<file path="src/rtl/wbck_if.sv">
// Write-back bus between the execution units (ALU, LSU) and the write-back unit,
// plus the registered regfile write port driven by the write-back unit.
interface wbck_if #(
  parameter int XLEN          = 32,
  parameter int REG_IDX_WIDTH = 5
);
  logic                     alu_wb_valid_i;
  logic                     alu_wb_ready_o;
  logic [REG_IDX_WIDTH-1:0] alu_wb_idx_i;
  logic [XLEN-1:0]          alu_wb_data_i;

  logic                     lsu_wb_valid_i;
  logic                     lsu_wb_ready_o;
  logic [REG_IDX_WIDTH-1:0] lsu_wb_idx_i;
  logic [XLEN-1:0]          lsu_wb_data_i;

  logic                     rd_en_o;
  logic [REG_IDX_WIDTH-1:0] rd_idx_o;
  logic [XLEN-1:0]          rd_wdata_o;

  // Write-back unit side
  modport slave (
    input  alu_wb_valid_i, alu_wb_idx_i, alu_wb_data_i,
    output alu_wb_ready_o,
    input  lsu_wb_valid_i, lsu_wb_idx_i, lsu_wb_data_i,
    output lsu_wb_ready_o,
    output rd_en_o, rd_idx_o, rd_wdata_o
  );

  // Execution units / regfile side
  modport master (
    output alu_wb_valid_i, alu_wb_idx_i, alu_wb_data_i,
    input  alu_wb_ready_o,
    output lsu_wb_valid_i, lsu_wb_idx_i, lsu_wb_data_i,
    input  lsu_wb_ready_o,
    input  rd_en_o, rd_idx_o, rd_wdata_o
  );
endinterface

</file>
<file path="src/rtl/wbck.sv">
// Write-back unit: arbitrates ALU and LSU results onto the single regfile write
// port (LSU first, ALU gets one cycle of priority after STARVE_MAX refusals) and
// registers the winner for one cycle.
// Optional feature: define WBCK_SCOREBOARD_EN to build the per-register busy
// scoreboard; without it busy is tied low and the dispatch inputs are ignored.
module wbck #(
  parameter int STARVE_MAX    = 4,
  parameter int REG_NUM       = 32,
  parameter int XLEN          = 32,
  parameter int REG_IDX_WIDTH = 5
) (
  input  logic                     clk,
  input  logic                     rst_n,
  wbck_if.slave                    wb,
  input  logic                     disp_en_i,
  input  logic [REG_IDX_WIDTH-1:0] disp_rd_idx_i,
  output logic [REG_NUM-1:0]       busy_o
);

  localparam logic [3:0] STARVE_LIM = 4'(STARVE_MAX);

  logic [3:0] starve_cnt;
  logic       alu_prio;
  logic       alu_acc;
  logic       lsu_acc;

  // Ready generation: LSU wins unless the ALU has been starved long enough;
  // neither ready looks at its own source's valid.
  always_comb begin
    alu_prio          = (starve_cnt == STARVE_LIM);
    wb.lsu_wb_ready_o = ~alu_prio;
    wb.alu_wb_ready_o = alu_prio | ~wb.lsu_wb_valid_i;
    alu_acc           = wb.alu_wb_valid_i & wb.alu_wb_ready_o;
    lsu_acc           = wb.lsu_wb_valid_i & wb.lsu_wb_ready_o;
  end

  // Count consecutive refused ALU cycles, saturating at the priority threshold.
  always_ff @(posedge clk or negedge rst_n) begin
    if (!rst_n) begin
      starve_cnt <= 4'd0;
    end else if (!wb.alu_wb_valid_i || alu_acc) begin
      starve_cnt <= 4'd0;
    end else if (starve_cnt != STARVE_LIM) begin
      starve_cnt <= starve_cnt + 4'd1;
    end
  end

  // Register the accepted result; writes to x0 are consumed without enabling
  // the regfile, and index/data hold when nothing is accepted.
  always_ff @(posedge clk or negedge rst_n) begin
    if (!rst_n) begin
      wb.rd_en_o    <= 1'b0;
      wb.rd_idx_o   <= '0;
      wb.rd_wdata_o <= '0;
    end else if (lsu_acc) begin
      wb.rd_en_o    <= (wb.lsu_wb_idx_i != '0);
      wb.rd_idx_o   <= wb.lsu_wb_idx_i;
      wb.rd_wdata_o <= wb.lsu_wb_data_i;
    end else if (alu_acc) begin
      wb.rd_en_o    <= (wb.alu_wb_idx_i != '0);
      wb.rd_idx_o   <= wb.alu_wb_idx_i;
      wb.rd_wdata_o <= wb.alu_wb_data_i;
    end else begin
      wb.rd_en_o    <= 1'b0;
    end
  end

`ifdef WBCK_SCOREBOARD_EN
  logic [REG_NUM-1:0] busy_q;
  logic [REG_NUM-1:0] set_mask;
  logic [REG_NUM-1:0] clr_mask;

  // Decode the dispatch (set) and the actual regfile write (clear) into masks.
  always_comb begin
    set_mask = '0;
    clr_mask = '0;
    if (disp_en_i && (disp_rd_idx_i != '0)) begin
      set_mask[disp_rd_idx_i] = 1'b1;
    end
    if (wb.rd_en_o) begin
      clr_mask[wb.rd_idx_o] = 1'b1;
    end
  end

  // Busy bits: a same-cycle set overrides the clear, and x0 is never busy.
  always_ff @(posedge clk or negedge rst_n) begin
    if (!rst_n) begin
      busy_q <= '0;
    end else begin
      busy_q <= ((busy_q & ~clr_mask) | set_mask) & {{(REG_NUM-1){1'b1}}, 1'b0};
    end
  end

  assign busy_o = busy_q;
`else
  logic unused_disp;

  assign unused_disp = ^{disp_en_i, disp_rd_idx_i};
  assign busy_o      = '0;
`endif

endmodule

</file>
<file path="src/flat_wrapper.sv">
// flat-port wrapper written by rule: the top's interface ports become plain ports
module wbck_flat 
#(
  parameter int STARVE_MAX    = 4,
  parameter int REG_NUM       = 32,
  parameter int XLEN          = 32,
  parameter int REG_IDX_WIDTH = 5
)
  (clk, rst_n, disp_en_i, disp_rd_idx_i, busy_o, wb_alu_wb_valid_i, wb_alu_wb_idx_i, wb_alu_wb_data_i, wb_alu_wb_ready_o, wb_lsu_wb_valid_i, wb_lsu_wb_idx_i, wb_lsu_wb_data_i, wb_lsu_wb_ready_o, wb_rd_en_o, wb_rd_idx_o, wb_rd_wdata_o);
  wbck_if #(.XLEN(XLEN), .REG_IDX_WIDTH(REG_IDX_WIDTH)) wb_i ();
  input  logic clk;
  input  logic rst_n;
  input  logic disp_en_i;
  input  logic [REG_IDX_WIDTH-1:0] disp_rd_idx_i;
  output logic [REG_NUM-1:0] busy_o;
  input wire logic [$bits(wb_i.alu_wb_valid_i)-1:0] wb_alu_wb_valid_i;
  input wire logic [$bits(wb_i.alu_wb_idx_i)-1:0] wb_alu_wb_idx_i;
  input wire logic [$bits(wb_i.alu_wb_data_i)-1:0] wb_alu_wb_data_i;
  output wire logic [$bits(wb_i.alu_wb_ready_o)-1:0] wb_alu_wb_ready_o;
  input wire logic [$bits(wb_i.lsu_wb_valid_i)-1:0] wb_lsu_wb_valid_i;
  input wire logic [$bits(wb_i.lsu_wb_idx_i)-1:0] wb_lsu_wb_idx_i;
  input wire logic [$bits(wb_i.lsu_wb_data_i)-1:0] wb_lsu_wb_data_i;
  output wire logic [$bits(wb_i.lsu_wb_ready_o)-1:0] wb_lsu_wb_ready_o;
  output wire logic [$bits(wb_i.rd_en_o)-1:0] wb_rd_en_o;
  output wire logic [$bits(wb_i.rd_idx_o)-1:0] wb_rd_idx_o;
  output wire logic [$bits(wb_i.rd_wdata_o)-1:0] wb_rd_wdata_o;
  assign wb_i.alu_wb_valid_i = wb_alu_wb_valid_i;
  assign wb_i.alu_wb_idx_i = wb_alu_wb_idx_i;
  assign wb_i.alu_wb_data_i = wb_alu_wb_data_i;
  assign wb_alu_wb_ready_o = wb_i.alu_wb_ready_o;
  assign wb_i.lsu_wb_valid_i = wb_lsu_wb_valid_i;
  assign wb_i.lsu_wb_idx_i = wb_lsu_wb_idx_i;
  assign wb_i.lsu_wb_data_i = wb_lsu_wb_data_i;
  assign wb_lsu_wb_ready_o = wb_i.lsu_wb_ready_o;
  assign wb_rd_en_o = wb_i.rd_en_o;
  assign wb_rd_idx_o = wb_i.rd_idx_o;
  assign wb_rd_wdata_o = wb_i.rd_wdata_o;
  wbck #(.STARVE_MAX(STARVE_MAX), .REG_NUM(REG_NUM), .XLEN(XLEN), .REG_IDX_WIDTH(REG_IDX_WIDTH)) u_core (.clk(clk), .rst_n(rst_n), .wb(wb_i), .disp_en_i(disp_en_i), .disp_rd_idx_i(disp_rd_idx_i), .busy_o(busy_o));
endmodule
</file>
<file path="config.mk">
export PLATFORM = sky130hd
export DESIGN_NAME = wbck_flat
export DESIGN_NICKNAME = d
export VERILOG_FILES = /design/src/rtl/wbck_if.sv /design/src/rtl/wbck.sv /design/src/flat_wrapper.sv
export SDC_FILE = /design/constraint.sdc
export NUM_CORES = 1
export LEC_CHECK = 0
export BUFFER_PORTS_ARGS = -buffer_cell sky130_fd_sc_hd__buf_2
export CAP_MARGIN = 0
export CELL_PAD_IN_SITES_DETAIL_PLACEMENT = 1
export CELL_PAD_IN_SITES_GLOBAL_PLACEMENT = 1
export CORE_MARGIN = 3
export CORE_UTILIZATION = 34
export DETAILED_ROUTE_END_ITERATION = 7
export GPL_ROUTABILITY_DRIVEN = 1
export GPL_TIMING_DRIVEN = 1
export PLACE_DENSITY_LB_ADDON = 0.1
export SLEW_MARGIN = 20
export SYNTH_ARGS = -nofsm -noshare
export SYNTH_HDL_FRONTEND = slang
export SYNTH_SLANG_ARGS = --single-unit
</file>
<file path="constraint.sdc">
create_clock -name clk -period 2.87 [get_ports clk]
set_input_delay 0.1435 -clock clk [delete_from_list [all_inputs] [get_ports clk]]
set_output_delay 0.1435 -clock clk [all_outputs]
set_load 0.02 [all_outputs]
</file>
==> Word-level counts from Yosys, hierarchy flattened <==
Cells that the tools add are included.
{ "totals": {"n_memories": 0, "ram_bits": 0, "inputBits": 84, "regBits": 42, "elab_cells": 26, "mem_bits_ro": 0, "latchBits": 0} }
{ "classes": {"eq_ne": 2, "addsub": 1, "n_bitwise": 5, "n_div": 0, "reduce_logical": 6, "shift": 0, "n_lt_le_gt_ge": 0, "n_mux": 8, "multipliers": 0} }
{ "op_table": {"columns": ["cell", "count"], "rows": [
  ["$mux W32", 2],
  ["$mux W5", 2],
  ["$reduce_bool A5 Y1", 2],
  ["$mux W4", 2],
  ["$add A4 B1 Y4 const B", 1],
  ["$eq A4 B3 Y1 const B", 1],
  ["$ne A4 B3 Y1 const B", 1],
  ["$reduce_bool A2 Y1", 2],
  ["$and A1 B1 Y1", 2],
  ["$mux W1", 2],
  ["$not A1 Y1", 2],
  ["$logic_not A1 Y1", 1],
  ["$logic_or A1 B1 Y1", 1],
  ["$or A1 B1 Y1", 1]
]} }

==> Depth between registers and ports, before layout <==
Gate-level depths: netlist (run 1).
{ "depth": {"ltp_word": 5, "depth_mapped": 7, "mapped_depth_nobuf": 5} }

==> Worst setup path before layout (run 1) <==
OpenSTA, ideal clock, no wires.
{ "synth_timing": {"kind": "register to register", "start": "reg u_core.starve_cnt[0]", "end": "reg u_core.wb.rd_idx_o[2]", "t_required_ns": 2.745, "synth_period_minus_slack_ns": 1.611, "path_buffers": 2, "arrival_ns": 1.485, "setup_ns": 0.125, "stages_incl_launch_ff": 8, "path_slack_ns": 1.259, "cell_sequence": "dfrtp_1 inv_1 ha_1 nand3b_4 nand2_2 buf_6 buf_6 mux2_4"} }
{ "synth_via": {"elab_chain_len": 4} }
{ "synth_lines": {"columns": ["element", "line", "source"], "rows": [
  ["start, declared", "wbck.sv:22", "logic [3:0] starve_cnt;"],
  ["start signal, assigned", "wbck.sv:44", "starve_cnt <= starve_cnt + 4'd1;"],
  ["$eq A4 B3 Y1 *", "wbck.sv:30", "alu_prio = (starve_cnt == STARVE_LIM);"],
  ["$not A1 Y1 *", "wbck.sv:31", "wb.lsu_wb_ready_o = ~alu_prio;"],
  ["named net wb_lsu_wb_ready_o", "flat_wrapper.sv:23", "output wire logic [$bits(wb_i.lsu_wb_ready_o)-1:0] wb_lsu_wb_ready_o;"],
  ["$and A1 B1 Y1 *", "wbck.sv:34", "lsu_acc = wb.lsu_wb_valid_i & wb.lsu_wb_ready_o;"],
  ["$mux W5 / $reduce_bool A2 Y1 (equally long branches)", null, null],
  ["end signal, assigned", "wbck.sv:57", "wb.rd_idx_o <= wb.lsu_wb_idx_i;"],
  ["end signal, assigned", "wbck.sv:61", "wb.rd_idx_o <= wb.alu_wb_idx_i;"],
  ["end, declared", "wbck_if.sv:27", "output rd_en_o, rd_idx_o, rd_wdata_o"]
]} }
Mark *: on every way through the listed nets, which the timed path passes. The rest lies on a longest branch.
A chain may end at the register's enable or synchronous reset.

==> Final worst setup path (run 1) <==
{ "layout_timing": {"start": "reg u_core.starve_cnt[0]", "end": "out wb_alu_wb_ready_o"} }
{ "layout_via": {"elab_chain_len": 2} }
{ "layout_lines": {"columns": ["element", "line", "source"], "rows": [
  ["$eq A4 B3 Y1", "wbck.sv:30", null],
  ["$or A1 B1 Y1", "wbck.sv:32", "wb.alu_wb_ready_o = alu_prio | ~wb.lsu_wb_valid_i;"],
  ["end, declared", "flat_wrapper.sv:19", "output wire logic [$bits(wb_i.alu_wb_ready_o)-1:0] wb_alu_wb_ready_o;"]
]} }
No other way between the ends.

==> PnR_summary.wiki, run 1 <==
{| class="wikitable"
! Metric !! Value
|-
| Run status || finished clean
|-
| Clock root buffer master || clkbuf_8
|-
| Total global-route track usage || 0.145
|-
| Length of the first detailed-routing pass in iterations || 4
|-
| Post-detailed-route count of antenna-violating nets || 0
|-
| Final Instance Count excl. Fillers || a little under 400
|-
| Number of warnings printed during yosys synthesis || 0
|-
| Clock tree from TritonCTS || yes
|-
| Filler Cell Count || a little under 800
|-
| Unrepaired setup endpoints after global routing || false
|-
| Worst path required time || between 2000 and 3000 ps
|-
| Final RePlAce weighted congestion || between 0.6 and 0.7
|-
| Post-synth ARST share || 1.00
|-
| R2R setup slack || around 950 ps
|-
| Number of vias per cell after detailed routing || 4.32
|-
| Final hold violations || 0
|-
| Number of flip-flops and latches in the synthesized netlist || between 40 and 50
|-
| Summed instance area of the synthesized netlist || around 2400 um^2
|-
| Number of rows in the core area || 29
|-
| Compound-Gate Fraction of Synth Area || 0.00209
|-
| Min-Delay Endpoint || u_core.wb.rd_wdata_o[18]
|-
| Net count, final || about 380
|-
| Stages on worst setup path || 6
|-
| Setup fix buffers added after clock tree synthesis || 0
|-
| Peak ir drop on the vdd network || between 0.2 and 0.25 mV
|-
| Detailed-placement wirelength estimate || 4540 um
|-
| R2R Path Start || u_core.starve_cnt[0]
|-
| Standby leakage power || about 0.0015 uW
|-
| Post-CTS resize count || 0
|-
| Post-Route Setup TNS || 0 ps
|-
| Average instance area after synthesis || about 14 um^2
|-
| Global-route wire length before repair || 9280 um
|-
| Largest area contributor in the netlist || dfrtp_1
|-
| Layout cells sized above 1 || 0.678
|-
| Overall die width || between 80 and 90 um
|-
| Origin of the worst min-delay path || wb_lsu_wb_data_i[18]
|-
| Via count of the first global-routing pass || approximately 1800
|-
| CTS buffer count || 5
|-
| Cell-by-cell listing of the critical path || inv_1 -> ha_1 -> nand3b_4 -> nand2_2 -> buf_12 -> buf_2
|-
| Combinational family with the most area after synthesis || multiplexers
|-
| Path category of the worst min-delay check || in2reg
|-
| WL/cell || 15.1 um
|-
| Top-count cell post-synth || mux2_2
|-
| Layout overhead on the synthesized area || 26.0%
|-
| Worst reg-to-reg path cell count || 6
|-
| Post-synthesis simple-gate area fraction || 0.0292
|-
| Most instantiated cells after synthesis || mux2_2, dfrtp_1, buf_4
|-
| Ports || around 160
|-
| Proportion of netlist area held by the largest area contributor || 0.438
|-
| Mux cell area share after synthesis || 0.377
|-
| Transition at the pin with the smallest max-transition slack || roughly 560 ps
|-
| Die outline area || around 8100 um^2
|-
| Max frequency || 0.479 GHz
|-
| Type of the setup path with the least slack || reg2out
|-
| Cell area after placement || 2930 um^2
|-
| Ys flop type || dfrtp_1
|-
| Post-synthesis adder-cell area fraction || 0.0104
|-
| FF-to-FF End || u_core.wb.rd_wdata_o[6]
|-
| Sequential cell area fraction in the yosys report || 0.438
|-
| Reg area || 1050 um^2
|-
| Area share of xor/xnor cells in the synthesized design || 0.00731
|-
| Count of final setup violators || 0
|-
| Final global-route overflow total || 0
|-
| Synth Instances || roughly 180
|-
| Layout Skew || 3.19 ps
|-
| Sum of buffers and inverters on the critical path || 3
|-
| Sink count of the clock tree || 42
|-
| Area used by multi-input combinational logic || roughly 1100 um^2
|-
| Highest net fanout along the worst path || 20
|-
| Inst Count DP || 380
|-
| CP max-delay cell || nand2_2
|-
| Pin count of the biggest net entering global routing || 43
|-
| Total vias in the final route || roughly 1700
|-
| Count of inserted antenna diode cells || 0
|-
| Initial Utilization || 0.363
|-
| Power density over the cells || 475 nW/um^2
|-
| Maximum buffer depth of the clock tree || 2
|-
| Utilization of the core after routing || 0.458
|-
| Count of unique library cells instantiated by Yosys || 18
|-
| Arrival @ worst endpoint || between 1500 and 2000 ps
|-
| Core Footprint || 6600 um^2
|-
| Hold-fix buffers, CTS || 0
|-
| Residual DRC || 0
|-
| Critical Path Max Stage Delay || about 440 ps
|-
| Fin crit share || 0.727
|-
| Number of max-cap violations || 0
|-
| Number of cells traversed by the worst hold path || 2
|-
| Final Critical Period || roughly 2100 ps
|-
| Clock-pin slew on the worst setup and hold paths || approximately 80 ps
|-
| Chip height || approximately 90 um
|-
| Maximum level of the CTS H-tree || 2
|-
| Max-slew headroom at the worst pin || 0.623
|-
| Starting DRT DRC Count || 16
|-
| Latest clock arrival within the worst-skew pair || approximately 280 ps
|-
| Crit end category || output port
|-
| Count of flip-flops with a built-in enable after synthesis || 0
|-
| Number of port buffers || around 120
|-
| Final std cell area, no fill || between 3000 and 4000 um^2
|-
| Kind of start point of the critical path || flip-flop
|-
| Cell family contributing the most delay on the critical path || simple AND/OR/NAND/NOR gates
|-
| Routed wire length || 5870 um
|-
| Ranking of synthesized cells by area || dfrtp_1, mux2_2, buf_4
|-
| Number of pins exceeding their max-slew limit in the final report || 0
|-
| Antenna violations before repair || 0
|}
[worst max-delay path by stage]
stage	startpoint	slack, ps	end
after global routing	u_core.starve_cnt[0]	610	wb_alu_wb_ready_o
after CTS	u_core.starve_cnt[0]	720	wb_alu_wb_ready_o
after global placement	u_core.starve_cnt[0]	930	u_core.wb.rd_wdata_o[7]
after floorplan	u_core.starve_cnt[0]	1260	u_core.wb.rd_idx_o[2]
after detailed placement	u_core.starve_cnt[0]	920	u_core.wb.rd_wdata_o[6]
final	u_core.starve_cnt[0]	780	wb_alu_wb_ready_o
[per-layer routing]
metal  wire length, um  vias to the layer above  GRT usage
met3               391                        9     0.0426
met5                 0                        -          0
met2              2920                       74      0.247
met1              2460                      814      0.175
met4                91                        0     0.0472
li1                  -                      778          -
[placed cells by master (no fill, tap or decap), drive strengths merged]
master / n
inv: 3
xor2: 1
clkbuf: 7
o21ai: 1
dlygate4sd3: 1
xnor2: 1
nor2: 5
nand3: 2
mux2i: 1
or4: 2
buf: 119
conb: 32
mux2: 74
nand2: 1
ha: 2
nand3b: 1
dfrtp: 42
[power breakdown]
part / total (uW) / switching (uW) / internal [uW]
sequential: 671 / 24.4 / 646
combinational: 402 / 215 / 187
clock: 362 / 194 / 168
[layout make-up]
cell class / count / share of cell area
Multi-Input combinational cell: 123 / 0.378
Clock buffer: 7 / 0.0253
Sequential cell: 42 / 0.348
Timing Repair Buffer: 120 / 0.207
Tap cell: 93 / 0.0385
Inverter: 3 / 0.00373
[flip-flops by register name, indices dropped and copies added (netlist names)]
| name | flops |
|---|---|
| u_core.wb.rd_en_o | 1 |
| u_core.wb.rd_idx_o | 5 |
| u_core.starve_cnt | 4 |
| u_core.wb.rd_wdata_o | 32 |
[worst register-to-register path, cell delays in order, from the launching register on]
cell      delay, ps
dfrtp_1         410
inv_1            70
ha_1            190
nand3b_4        100
nand2_2         440
buf_12          250
mux2_2          350
[through the flow]
| stage | worst slack [ps] | total power, uW | hold WS, ps |
|---|---|---|---|
| 2_1_floorplan | 1260 | 979 | -152 |
| 3_3_place_gp | 929 | 1080 | 374 |
| 3_5_place_dp | 917 | 1090 | 368 |
| 4_1_cts | 725 | 1460 | 47.9 |
| 5_1_grt | 612 | 1520 | 68.9 |
| 6_report | 783 | 1430 | 83.7 |
[cell families (layout without fill, tap and decap cells)]
kind of cell	after synthesis	in the layout
flops	42	42
buf+inv	43	130
xor+xnor	2	2
fa+ha+maj	2	2
other cells	1	32
compound gates	1	1
mux	75	75
simple gates	11	11
No activity file was read; power rests on OpenSTA's default activity.
==> run 2: changes to the inputs <==
--- a/config.mk
+++ b/config.mk
@@ -10,7 +10,7 @@
 export CELL_PAD_IN_SITES_DETAIL_PLACEMENT = 1
 export CELL_PAD_IN_SITES_GLOBAL_PLACEMENT = 1
 export CORE_MARGIN = 3
-export CORE_UTILIZATION = 34
+export CORE_UTILIZATION = 31
 export DETAILED_ROUTE_END_ITERATION = 7
 export GPL_ROUTABILITY_DRIVEN = 1
 export GPL_TIMING_DRIVEN = 1
==> constraint.sdc (replaced) <==
create_clock -name clk -period 2.1 [get_ports clk]
set_input_delay 0.105 -clock clk [delete_from_list [all_inputs] [get_ports clk]]
set_output_delay 0.105 -clock clk [all_outputs]
set_load 0.02 [all_outputs]
==> run 2 against run 1 <==
  * Flip-flop and latch count did not move
  * Clock power grew 67%
  * Final area grew 2.0%
  * Die area up 9.0%
  * Wire length about the same
  * Via count grew 2.3%
  * Register-to-register slack worse by 520 ps
  * Largest cell class unchanged
  * Non-clock buffer count up 3
  * Core utilization is 3.9 points lower
  * Total power grew 45%
==> PnR_summary.wiki, run 2 (synthesis results as in run 1) <==
{| class="wikitable"
! Metric !! Value
|-
| Run status || finished clean
|-
| FF-to-FF End || u_core.wb.rd_wdata_o[6]
|-
| Final RePlAce weighted congestion || 0.726
|-
| Layout Skew || 8.92 ps
|-
| Worst reg-to-reg path cell count || 6
|-
| R2R setup slack || approximately 430 ps
|-
| Final global-route overflow total || 0
|-
| Net count, final || between 300 and 400
|-
| Clock tree from TritonCTS || yes
|-
| Register ranked first by flip-flop count || u_core.wb.rd_wdata_o
|-
| Final hold violations || 0
|-
| Core Footprint || between 7000 and 8000 um^2
|-
| Final std cell area, no fill || 3080 um^2
|-
| CTS buffer count || 5
|-
| Overall die width || between 90 and 100 um
|-
| Layout cells sized above 1 || 0.689
|-
| Highest net fanout along the worst path || 21
|-
| Chip height || 93.9 um
|-
| Initial Utilization || 0.325
|-
| Worst setup margin || around 290 ps
|-
| Worst path required time || around 2000 ps
|-
| WL/cell || 14.7 um
|-
| Antenna violations before repair || 0
|-
| Min-Delay Endpoint || u_core.wb.rd_wdata_o[7]
|-
| Fin crit share || 0.862
|-
| Number of max-cap violations || 0
|-
| Unrepaired setup endpoints after global routing || false
|-
| Flip-flop count of the largest register after layout || 32
|-
| Count of final setup violators || 0
|-
| Leading cell types in the layout, fill and taps excluded || buf_2, mux2_2, dfrtp_1
|-
| Routed wire length || 5870 um
|-
| Origin of the worst min-delay path || wb_lsu_wb_data_i[7]
|-
| Residual DRC || 0
|-
| Ports || ~160
|-
| Standby leakage power || between 0.0015 and 0.002 uW
|-
| Clock-pin slew on the worst setup and hold paths || about 80 ps
|-
| Latest clock arrival within the worst-skew pair || roughly 290 ps
|-
| Count of inserted antenna diode cells || 0
|-
| Power density over the cells || 673 nW/um^2
|-
| Global-route wire length before repair || approximately 9000 um
|-
| Pin count of the biggest net entering global routing || 40
|-
| Largest registers || u_core.wb.rd_wdata_o x32, u_core.wb.rd_idx_o x5, u_core.starve_cnt x4
|-
| Final Instance Count excl. Fillers || 398
|-
| Number of cells traversed by the worst hold path || 2
|-
| Type of the setup path with the least slack || reg2out
|-
| Length of the first detailed-routing pass in iterations || 4
|-
| Number of port buffers || around 120
|-
| Transition at the pin with the smallest max-transition slack || a little over 600 ps
|-
| Maximum level of the CTS H-tree || 2
|-
| Filler Cell Count || 860
|-
| Max frequency || 0.553 GHz
|-
| Detailed-placement wirelength estimate || between 4000 and 5000 um
|-
| Arrival @ worst endpoint || approximately 1700 ps
|-
| Number of vias per cell after detailed routing || about 4.3
|-
| Number of pins exceeding their max-slew limit in the final report || 0
|-
| Via count of the first global-routing pass || around 1800
|-
| Layout overhead on the synthesized area || 28.6%
|-
| Peak ir drop on the vdd network || a little over 0.3 mV
|-
| Inst Count DP || slightly below 400
|-
| Post-CTS resize count || 0
|-
| Number of rows in the core area || 31
|-
| Die outline area || just under 9000 um^2
|-
| Total vias in the final route || between 1500 and 2000
|-
| Post-Route Setup TNS || 0 ps
|-
| Path category of the worst min-delay check || in2reg
|-
| Post-detailed-route count of antenna-violating nets || 0
|-
| Max-slew headroom at the worst pin || 0.588
|-
| R2R Path Start || u_core.starve_cnt[0]
|-
| Most frequent standard cell in the layout excluding fill and tap cells || buf_2
|-
| Total global-route track usage || 0.133
|-
| Worst slack, placed || between 400 and 500 ps
|-
| Sink count of the clock tree || 42
|-
| Maximum buffer depth of the clock tree || 2
|-
| Starting DRT DRC Count || 17
|-
| Final Critical Period || between 1500 and 2000 ps
|-
| Clock root buffer master || clkbuf_8
|-
| Cell area after placement || 2960 um^2
|-
| Kind of start point of the critical path || flip-flop
|-
| Crit end category || output port
|}
-- run 2: layout make-up --
type                       instances  area, um^2  share of cell area
clock buffer                       8         110              0.0357
inverter                           3        11.3             0.00365
multi-input combinational        123        1140               0.370
sequential                        42        1050               0.341
tap                               99         124              0.0402
timing repair buffer             123         646               0.209
-- run 2: what timing repair did --
action / in CTS / in global routing
endpoints found under the setup margin: 0 / 0
setup buffers: 0 / 0
hold buffers: 1 / 0
hold endpoints to repair: 25 / 0
-- run 2: critical path, cell delays in order (launching register included) --
cell	delay (ps)
dfrtp_1	410
inv_1	70
ha_1	190
nand3b_4	100
nand2_2	80
buf_4	320
buf_2	230
-- run 2: report_power, final --
part	total, uW	switching (uW)	internal [uW]	leakage [uW]
Sequential	918	34.8	884	0.000497
Combinational	553	294	259	0.00102
Clock	603	271	332	0.0000575
Total	2070	600	1470	0.00157
-- run 2: per-stage QoR --
stage / util / power [uW] / hold slack (ps)
floorplan: - / 1340 / -191
global placement: 0.402 / 1480 / 172
detailed placement: 0.402 / 1500 / 156
CTS: 0.418 / 2120 / 24.9
global route: 0.418 / 2210 / 30.9
finish: 0.418 / 2070 / 42.0
-- run 2: worst max path at each step --
stage	start	endpoint	slack, ps	cells past startpoint
2_1_floorplan	u_core.starve_cnt[0]	u_core.wb.rd_idx_o[2]	490	7
3_3_place_gp	u_core.starve_cnt[0]	u_core.wb.rd_wdata_o[7]	450	6
3_5_place_dp	u_core.starve_cnt[0]	u_core.wb.rd_wdata_o[6]	420	6
4_1_cts	u_core.starve_cnt[0]	wb_alu_wb_ready_o	260	6
5_1_grt	u_core.starve_cnt[0]	wb_alu_wb_ready_o	170	6
6_report	u_core.starve_cnt[0]	wb_alu_wb_ready_o	290	6
-- run 2: layer usage --
layer,global-route usage,part of all wire,vias up,wire (um)
met5,0,0,-,0
met4,0.0361,0.0090,0,53
met3,0.0345,0.080,5,471
met2,0.229,0.50,78,2910
met1,0.163,0.41,841,2440
li1,-,-,789,-
==> run 3: changes to the inputs <==
--- a/config.mk
+++ b/config.mk
@@ -9,6 +9,7 @@
 export CAP_MARGIN = 0
 export CELL_PAD_IN_SITES_DETAIL_PLACEMENT = 1
 export CELL_PAD_IN_SITES_GLOBAL_PLACEMENT = 1
+export CORE_ASPECT_RATIO = 1.75
 export CORE_MARGIN = 3
 export CORE_UTILIZATION = 31
 export DETAILED_ROUTE_END_ITERATION = 7
==> run 3 against run 2 <==
  * Non-clock buffer count stayed put
  * Sequential power about the same
  * Register-to-register slack improved by 100 ps
  * Critical path type unchanged
  * Critical endpoint unchanged
  * Largest power group unchanged
  * Highest routed layer unchanged
  * Critical path depth unchanged
==> PnR_summary.wiki, run 3 (synthesis results as in run 1) <==
{| class="wikitable"
! Metric !! Value
|-
| Run status || finished clean
|-
| Number of vias per cell after detailed routing || between 4 and 5
|-
| Total vias in the final route || 1699
|-
| Global-route wire length before repair || ~9000 um
|-
| Max-slew headroom at the worst pin || 0.627
|-
| Core Footprint || approximately 7400 um^2
|-
| Highest net fanout along the worst path || 26
|-
| Latest clock arrival within the worst-skew pair || about 280 ps
|-
| Die outline area || between 8000 and 9000 um^2
|-
| Layout overhead on the synthesized area || 29.4%
|-
| Overall die width || slightly above 70 um
|-
| Chip height || roughly 120 um
|-
| Worst slack, placed || approximately 520 ps
|-
| Max frequency || approximately 0.60 GHz
|-
| Count of final setup violators || 0
|-
| Post-Route Setup TNS || 0 ps
|-
| Number of cells traversed by the worst hold path || 2
|-
| CP max-delay cell || dfrtp_1
|-
| Count of inserted antenna diode cells || 0
|-
| Antenna violations before repair || 0
|-
| Cell family contributing the most delay on the critical path || buffers and inverters
|-
| Residual DRC || 0
|-
| Final Critical Period || about 1700 ps
|-
| Number of max-cap violations || 0
|-
| Worst setup margin || between 400 and 500 ps
|-
| Leading cell types in the layout, fill and taps excluded || buf_2, mux2_2, dfrtp_1
|-
| Number of pins exceeding their max-slew limit in the final report || 0
|-
| Fin crit share || 0.799
|-
| Most frequent standard cell in the layout excluding fill and tap cells || buf_2
|-
| Final hold violations || 0
|-
| Cell-by-cell listing of the critical path || inv_1 -> ha_1 -> nand3b_4 -> nand2_2 -> buf_12 -> buf_2
|-
| Layout Skew || just over 5 ps
|-
| Total global-route track usage || 0.133
|-
| Stages on worst setup path || 6
|-
| CTS buffer count || 5
|-
| Initial Utilization || 0.325
|-
| Register ranked first by flip-flop count || u_core.wb.rd_wdata_o
|-
| Standby leakage power || between 0.0015 and 0.002 uW
|-
| Maximum buffer depth of the clock tree || 2
|-
| Peak ir drop on the vdd network || between 0.4 and 0.5 mV
|-
| Layout cells sized above 1 || 0.689
|-
| WL/cell || approximately 15 um
|-
| Clock-pin slew on the worst setup and hold paths || 70 ps
|-
| Maximum level of the CTS H-tree || 2
|-
| Final RePlAce weighted congestion || between 0.7 and 0.8
|-
| Worst reg-to-reg path cell count || 6
|-
| Arrival @ worst endpoint || ~1600 ps
|-
| Number of port buffers || between 100 and 150
|-
| Final Hold Slack || approximately 46 ps
|-
| Number of rows in the core area || 41
|-
| Clock root buffer master || clkbuf_16
|-
| Critical Path Max Stage Delay || 410 ps
|-
| Sum of buffers and inverters on the critical path || 3
|-
| Type of the setup path with the least slack || reg2out
|-
| Sink count of the clock tree || 42
|-
| Largest registers || u_core.wb.rd_wdata_o x32, u_core.wb.rd_idx_o x5, u_core.starve_cnt x4
|-
| Path category of the worst min-delay check || in2reg
|-
| Net count, final || between 300 and 400
|-
| Routed wire length || slightly below 6000 um
|-
| Total power after layout || 2240 uW
|-
| Length of the first detailed-routing pass in iterations || 4
|-
| Ports || about 160
|-
| Via count of the first global-routing pass || about 1800
|-
| Clock tree from TritonCTS || yes
|-
| Kind of start point of the critical path || flip-flop
|-
| Filler Cell Count || 859
|-
| Post-detailed-route count of antenna-violating nets || 0
|-
| Unrepaired setup endpoints after global routing || false
|-
| Detailed-placement wirelength estimate || about 4600 um
|-
| Final global-route overflow total || 0
|-
| Crit end category || output port
|-
| Post-CTS resize count || 0
|-
| Worst path required time || ~2000 ps
|-
| Transition at the pin with the smallest max-transition slack || 559 ps
|-
| Power density over the cells || roughly 720 nW/um^2
|-
| Flip-flop count of the largest register after layout || 32
|-
| Pin count of the biggest net entering global routing || between 40 and 50
|-
| Starting DRT DRC Count || 48
|}
==> run 3: final cells by class <==
type                            instances  area, um^2  area share
Timing Repair Buffer                  123         646       0.208
Clock buffer                            5         125      0.0403
Sequential cell                        42        1050       0.339
Multi-Input combinational cell        123        1140       0.368
Inverter                                3        11.3     0.00363
Clock inverter                          3        21.3     0.00685
Tap cell                               86         108      0.0347
==> run 3: worst paths after layout <==
| check | to | slack [ps] | startpoint |
|---|---|---|---|
| max | wb_alu_wb_ready_o | 420 | u_core.starve_cnt[0] |
| min | u_core.wb.rd_wdata_o[0] | 50 | wb_lsu_wb_data_i[0] |
| max reg2reg | u_core.wb.rd_wdata_o[15] | 530 | u_core.starve_cnt[0] |
| min reg2reg | u_core.starve_cnt[0] | 500 | u_core.starve_cnt[0] |
| max in group asynchronous | u_core.wb.rd_wdata_o[2] | 1280 | rst_n |
| min in group asynchronous | u_core.wb.rd_wdata_o[7] | 440 | rst_n |
==> run 3: stage by stage <==
| stage | instances | util | instance area [um^2] |
|---|---|---|---|
| after floorplan | 208 | - | 2510 |
| after global placement | 376 | 0.399 | 2950 |
| after detailed placement | 376 | 0.399 | 2950 |
| after CTS | 385 | 0.420 | 3100 |
| after global routing | 385 | 0.420 | 3100 |
| final | 385 | 0.420 | 3100 |
==> run 3: worst reg2reg max path, stage by stage, from the launching register on <==
cell	delay, ps
dfrtp_1	410
inv_1	70
ha_1	180
nand3b_4	100
nand2_2	110
buf_4	230
mux2_2	360
==> run 3: power by group <==
group | leakage (uW) | internal, uW | total [uW] | switching, uW
logic | 0.00102 | 259 | 550 | 291
registers | 0.000497 | 885 | 920 | 35.4
clock network | 0.0000698 | 440 | 770 | 329
==> run 3: timing repair <==
action / CTS / global route
hold endpoints to repair: 42 / 0
setup buffers: 0 / 0
hold buffers: 1 / 0
==> run 3: routing by layer <==
metal | part of all wire | vias to the layer above | track usage
met4 | 0.012 | 0 | 0.0485
met3 | 0.079 | 6 | 0.0361
li1 | - | 788 | -
met5 | 0 | - | 0
met1 | 0.36 | 824 | 0.147
met2 | 0.55 | 81 | 0.238
